==> src/rtl/arrhythmia_class_head_pkg.sv <==
// Shared constants and FSM encoding for the arrhythmia classifier heads.
package arrhythmia_class_head_pkg;

  localparam int DEF_BITSIZE   = 16;
  localparam int DEF_FRAC_BITS = 11;
  localparam int N_IN          = 6;
  localparam int N_OUT         = 2;
  localparam int N_MAC         = N_IN * N_OUT;

  typedef enum logic [1:0] {
    ST_IDLE  = 2'd0,
    ST_MAC   = 2'd1,
    ST_FINAL = 2'd2,
    ST_DONE  = 2'd3
  } state_t;

endpackage

==> src/rtl/arrhythmia_class_head_sm_product.sv <==
// Sign-magnitude multiply, truncating fraction shift, two's-complement result.
// Latency: combinational.
// Backpressure: none (pure function of its operands).
module sm_product #(
  parameter int BITSIZE   = 16,
  parameter int FRAC_BITS = 11,
  parameter int ACC_W     = 24
) (
  input  logic [BITSIZE-1:0]       a,
  input  logic [BITSIZE-1:0]       b,
  output logic signed [ACC_W-1:0]  p
);

  localparam int MW = BITSIZE - 1;
  localparam int PW = 2 * MW;

  logic [ACC_W-1:0] mag;

  // Shifting the magnitude (not the signed value) truncates toward zero.
  assign mag = ACC_W'((PW'(a[MW-1:0]) * PW'(b[MW-1:0])) >> FRAC_BITS);
  assign p   = (a[MW] ^ b[MW]) ? -mag : mag;

endmodule

==> src/rtl/arrhythmia_class_head.sv <==
// Two-output linear head (6 inputs) with argmax, one serial MAC per cycle.
// Latency: result valid after 13 edges from acceptance.
// Backpressure: in_ready only in IDLE; result held in DONE until out_ready.
module arrhythmia_class_head
  import arrhythmia_class_head_pkg::*;
#(
  parameter int BITSIZE   = DEF_BITSIZE,
  parameter int FRAC_BITS = DEF_FRAC_BITS
) (
  input  logic                       clk,
  input  logic                       reset,
  input  logic                       in_valid,
  output logic                       in_ready,
  input  logic [BITSIZE*N_IN-1:0]    x,
  input  logic [BITSIZE*N_MAC-1:0]   w,
  input  logic [BITSIZE*N_OUT-1:0]   b,
  output logic                       out_valid,
  input  logic                       out_ready,
  output logic [BITSIZE*N_OUT-1:0]   y,
  output logic                       class_out
);

  // Wide enough for six full-scale products plus a full-scale bias.
  localparam int ACC_W = (2*BITSIZE - FRAC_BITS + 2 > BITSIZE + 8) ?
                         (2*BITSIZE - FRAC_BITS + 2) : (BITSIZE + 8);
  localparam logic signed [ACC_W-1:0] SAT_MAX = ACC_W'(2**(BITSIZE-1) - 1);

  state_t                    state, state_nxt;
  logic [3:0]                k;
  logic [BITSIZE*N_IN-1:0]   x_r;
  logic [BITSIZE*N_MAC-1:0]  w_r;
  logic signed [ACC_W-1:0]   acc0, acc1;
  logic signed [ACC_W-1:0]   prod;
  logic signed [ACC_W-1:0]   sat0, sat1;
  logic [2:0]                i_idx;
  logic [BITSIZE-1:0]        x_sel, w_sel;

  function automatic logic signed [ACC_W-1:0] sm_to_tc(input logic [BITSIZE-1:0] v);
    return v[BITSIZE-1] ? -ACC_W'(v[BITSIZE-2:0]) : ACC_W'(v[BITSIZE-2:0]);
  endfunction

  function automatic logic signed [ACC_W-1:0] sat(input logic signed [ACC_W-1:0] a);
    if (a > SAT_MAX)
      return SAT_MAX;
    else if (a < -SAT_MAX)
      return -SAT_MAX;
    else
      return a;
  endfunction

  // Only strictly negative values get the sign bit, so zero always leaves as +0.
  function automatic logic [BITSIZE-1:0] tc_to_sm(input logic signed [ACC_W-1:0] a);
    return {a[ACC_W-1], (BITSIZE-1)'(a[ACC_W-1] ? -a : a)};
  endfunction

  assign i_idx = 3'((k >= 4'(N_IN)) ? k - 4'(N_IN) : k);
  assign x_sel = x_r[BITSIZE*i_idx +: BITSIZE];
  assign w_sel = w_r[BITSIZE*k +: BITSIZE];
  assign sat0  = sat(acc0);
  assign sat1  = sat(acc1);

  sm_product #(
    .BITSIZE   (BITSIZE),
    .FRAC_BITS (FRAC_BITS),
    .ACC_W     (ACC_W)
  ) u_prod (
    .a (x_sel),
    .b (w_sel),
    .p (prod)
  );

  always_comb begin
    state_nxt = state;
    in_ready  = 1'b0;
    out_valid = 1'b0;
    case (state)
      ST_IDLE: begin
        in_ready = 1'b1;
        if (in_valid) state_nxt = ST_MAC;
      end
      ST_MAC:   if (k == 4'(N_MAC - 1)) state_nxt = ST_FINAL;
      ST_FINAL: state_nxt = ST_DONE;
      ST_DONE: begin
        out_valid = 1'b1;
        if (out_ready) state_nxt = ST_IDLE;
      end
      default:  state_nxt = ST_IDLE;
    endcase
  end

  always_ff @(posedge clk) begin
    if (reset) begin
      state     <= ST_IDLE;
      k         <= '0;
      x_r       <= '0;
      w_r       <= '0;
      acc0      <= '0;
      acc1      <= '0;
      y         <= '0;
      class_out <= 1'b0;
    end else begin
      state <= state_nxt;
      case (state)
        ST_IDLE: if (in_valid) begin
          x_r  <= x;
          w_r  <= w;
          acc0 <= sm_to_tc(b[0 +: BITSIZE]);
          acc1 <= sm_to_tc(b[BITSIZE +: BITSIZE]);
          k    <= '0;
        end
        ST_MAC: begin
          if (k < 4'(N_IN))
            acc0 <= acc0 + prod;
          else
            acc1 <= acc1 + prod;
          k <= k + 4'd1;
        end
        ST_FINAL: begin
          y         <= {tc_to_sm(sat1), tc_to_sm(sat0)};
          class_out <= (sat1 > sat0);
          k         <= '0;
        end
        default: ;
      endcase
    end
  end

endmodule

==> config.mk <==
export PLATFORM = sky130hd
export DESIGN_NAME = arrhythmia_class_head
export DESIGN_NICKNAME = d
export VERILOG_FILES = /design/src/rtl/arrhythmia_class_head_pkg.sv /design/src/rtl/arrhythmia_class_head_sm_product.sv /design/src/rtl/arrhythmia_class_head.sv
export SDC_FILE = /design/constraint.sdc
export NUM_CORES = 2
export LEC_CHECK = 0
export CORE_MARGIN = 3
export CORE_UTILIZATION = 50
export DETAILED_ROUTE_END_ITERATION = 8
export PLACE_DENSITY = 0.83
export SLEW_MARGIN = 5
export SYNTH_ARGS = -nofsm -noshare
export SYNTH_HDL_FRONTEND = slang
export SYNTH_SLANG_ARGS = --single-unit
==> constraint.sdc <==
create_clock -name clk -period 10.48 [get_ports clk]
set_clock_uncertainty 0.1 [all_clocks]
set_input_delay 2.096 -clock clk [delete_from_list [all_inputs] [get_ports clk]]
set_output_delay 2.096 -clock clk [all_outputs]
set_load 0.01 [all_outputs]
==> reports/qor.txt <==
First-pass GRT wire length = 138100 um
Pre-CTS setup slack = -0.3321 ns
Clock group share of total power = 16.0%
Hold_ws = 0.3511 ns
Hold buffers post-CTS = 0
Pin count of the biggest net entering global routing = 103
Grt ovf = 0
Unrepaired setup endpoints after global routing = yes
Final setup violation count = 0
Starting DRC count in detailed routing = 2607
Final min period = 10.36 ns
Per-cell routed wire length = 19.24 um
Status = completed
Via count = 26750
Distinct cells, synth = 69
Post-synth ARST share = 0%
Comb pwr share = 61.9%
CTS buffer count = 42
Seq/Total Area, Yosys = 27.04%
Final WS setup = 0.1207 ns
ANT nets after route = 0
Switching Fraction = 45.96%
GP Congestion = 0.9621
Fin crit share = 98.85%
FF-to-FF End = acc1[23]$_SDFFE_PP0P_
Clock latency on the worst-skew pair = 0.58 ns
Mapped Area = 0.02776 sq mm
Clk sinks = 375
Worst EP required = 10.91 ns
GRT Total Usage = 29.11%
Syn nets = 4159
P_sw = 4.291 mW
Relative slew slack = 26.98%
I/O Buffers = 358
Worst slew pin tran = 1.084 ns
Fin nets = 4567
Clock slew at reported path FFs = 0.06 ns
Number of global-route vias before repair = 25600
DP Wirelength = 67420 um
Die W = 241.6 um
CP max FO = 6
Fmax = 0.09653 GHz
Max stage delay on crit path = 0.59 ns
TritonCTS clock tree = built
# rows = 85
Power density over the cells = 264.9 mW/mm^2
Mean Syn Cell Area = 7.966 sq um
WS Path Type = flop to flop
Hold Path Origin = w_r[123]$_SDFFE_PP0P_
WHS Endpoint = w_r[123]$_SDFFE_PP0P_
Die Height = 241.6 um
Fraction of layout cells with a size suffix above 1 = 12.56%
Cells after Synth = 3485
Worst setup EP type = flop
Post-Route WL = 89740 um
DR vias/cell = 5.735
Die area = 0.05839 sq mm
Initial antenna violation count = 4
Internal power = 5.045 mW
Seq cells post-synth = 375
# H-tree levels = 2
Critical path's most frequent cell = fa_1
Area Growth Syn to Fin = 26.92%
CTS root buf = clkbuf_16
Hold depth = 2
# IOs = 359
Leakage power = 14.94 nW
FF-to-FF Start = k[0]$_SDFFE_PP0P_
Commonest register cell after synthesis = dfxtp_1
Overall power = 9.335 mW
Post-synth EDFFs = 0
Worst min-delay path class = flop to flop
CP Data Arrival Time = 10.79 ns
# Max-Cap Violations = 0
DRT Pass-1 Iters = 5
Register area = 0.007512 sq mm
Initial Util = 51.08%
Clock buffer depth = 3
Filler Cells Inserted = 4380
Flop2flop setup slack = 0.12 ns
Core ar. = 0.05435 sq mm
Seq pwr share = 22.1%
Fin. Hold Viols = 0
Slew Limit Fails = 0
Multi-input gate area = 0.01910 sq mm
Max VDD drop = 0.1674 mV
DR DRC count = 0
Worst reg2reg path depth = 46
CP Launch Type = flop
CP max-delay cell = or4b_4
Synthesis warning total = 0
==> flip-flops by register name, summed over array words and instances, names as in the netlist <==
register,count
w_r,192
x_r,96
y,32
acc0,24
acc1,24
k,4
state,2
class_out,1
==> routing by layer <==
layer | vias up | wire [um] | GRT usage (%)
met5 | - | 47 | 0
met4 | 6 | 3845 | 10.97
met3 | 242 | 8055 | 5.938
met2 | 1282 | 41350 | 47.16
met1 | 12740 | 36440 | 38.49
li1 | 12480 | - | -
==> Yosys cell counts, types with 3 or more instances <==
cell / n / share of area (%)
a211oi_1: 31 / 0.84
a21o_1: 53 / 1.4
a21oi_1: 427 / 7.7
a311oi_1: 10 / 0.32
a31o_2: 5 / 0.16
a31oi_1: 21 / 0.47
and2_1: 17 / 0.38
and3_1: 8 / 0.18
and4_1: 3 / 0.095
buf_1: 27 / 0.37
buf_2: 5 / 0.090
clkbuf_1: 170 / 2.3
dfxtp_1: 375 / 27
fa_1: 168 / 12
ha_1: 182 / 8.2
inv_1: 258 / 3.5
mux2_2: 8 / 0.32
mux2i_1: 50 / 1.8
mux4_2: 60 / 4.9
nand2_1: 779 / 11
nand2b_1: 30 / 0.68
nand3_1: 27 / 0.49
nand3b_1: 4 / 0.11
nand4_1: 16 / 0.36
nor2_1: 291 / 3.9
nor2b_1: 23 / 0.52
nor3_1: 45 / 0.81
nor4_1: 13 / 0.29
o211ai_1: 22 / 0.59
o21a_1: 6 / 0.16
o21ai_0: 99 / 1.8
o21bai_1: 18 / 0.49
o22a_1: 3 / 0.095
o22ai_1: 8 / 0.18
o31a_1: 11 / 0.35
o31ai_1: 29 / 0.78
or2_2: 25 / 0.56
or3_1: 12 / 0.27
or4_1: 8 / 0.22
xnor2_1: 61 / 1.9
xor2_1: 37 / 1.2
==> cells by family (layout without fill, tap and decap cells) <==
family                     after synthesis  after routing  synth area share (%)
AOI/OAI and AO/OA                      774            774                 16.51
adders and majority gates              350            350                 20.32
other                                    0              1                     0
and+or+nand+nor                       1306           1307                 19.64
muxes                                  120            120                 7.103
DFF                                    375            375                 27.04
xor gates and xnor gates                98             98                 3.092
buffers and inverters                  462            901                 6.296
==> power by group through the flow <==
stage	Combinational, mW	Clock, mW	Sequential (mW)
after floorplan	3.57	0	1.98
after global placement	5.17	0	2.06
after detailed placement	5.29	0	2.07
after CTS	5.35	1.50	2.05
after global routing	6.30	1.57	2.09
final	5.78	1.49	2.06
==> worst max-delay path, delay by kind of cell (launching register included) <==
family                     cells  cell delay, ns
muxes                          2            0.39
and+or+nand+nor               11            2.42
xor gates and xnor gates       2            0.31
buffers and inverters          8            0.47
DFF                            1            0.39
adders and majority gates      9            3.66
AOI/OAI and AO/OA             14            2.53
==> through the flow <==
step / std cells / area [sq um] / TNS, ns / utilization (%)
after global placement: 4557 / 32960 / 0 / 60.64
after detailed placement: 4557 / 32960 / -0.8334 / 60.64
after CTS: 4635 / 34410 / -0.01893 / 63.32
final: 4665 / 35240 / 0 / 64.83
after global routing: 4665 / 35240 / -1.277 / 64.83
after floorplan: 3485 / 27860 / 0 / -
==> repair_timing <==
| item | 4_1_cts | 5_1_grt |
|---|---|---|
| setup endpoints to repair | 8 | 18 |
| pin swaps | 0 | 83 |
| buffers inserted | 1 | 26 |
| resized for setup | 6 | 116 |
| cloned | 1 | 4 |
==> worst max path at each step <==
stage / start / to / slack, ns
finish: k[0]$_SDFFE_PP0P_ / acc1[23]$_SDFFE_PP0P_ / 0.12
global route: k[0]$_SDFFE_PP0P_ / acc1[23]$_SDFFE_PP0P_ / -0.26
CTS: k[0]$_SDFFE_PP0P_ / acc0[21]$_SDFFE_PP0P_ / -0.02
detailed placement: k[0]$_SDFFE_PP0P_ / acc1[23]$_SDFFE_PP0P_ / -0.33
global placement: k[0]$_SDFFE_PP0P_ / acc0[21]$_SDFFE_PP0P_ / 0.03
floorplan: k[0]$_SDFFE_PP0P_ / acc1[23]$_SDFFE_PP0P_ / 0.03
==> cell usage in the layout, fill, tap and decap left out, types with 12 or more instances in the layout <==
| master | n |
|---|---|
| nand2_1 | 772 |
| a21oi_1 | 409 |
| dfxtp_1 | 373 |
| clkdlybuf4s50_1 | 357 |
| nor2_1 | 284 |
| inv_1 | 251 |
| buf_4 | 192 |
| fa_1 | 167 |
| ha_1 | 166 |
| o21ai_0 | 94 |
| mux4_2 | 60 |
| xnor2_1 | 57 |
| a21o_1 | 53 |
| mux2i_1 | 49 |
| clkbuf_16 | 45 |
| nor3_1 | 41 |
| xor2_1 | 33 |
| nand2b_1 | 30 |
| nand3_1 | 27 |
| a211oi_1 | 26 |
| or2_2 | 25 |
| o31ai_1 | 24 |
| nor2b_1 | 23 |
| o211ai_1 | 22 |
| a21oi_2 | 18 |
| o21bai_1 | 17 |
| nand4_1 | 16 |
| a31oi_1 | 15 |
| and2_1 | 13 |
| nor4_1 | 12 |
==> cell type report <==
class,count,share of cell area [%]
Clock buffer,60,3.430
Multi-Input combinational cell,2649,54.20
Sequential cell,375,21.32
Tap cell,739,2.624
Clock inverter,16,0.5362
Inverter,259,2.766
Antenna cell,1,0.007102
Timing Repair Buffer,566,15.12
(Power assumes the default switching activity.)
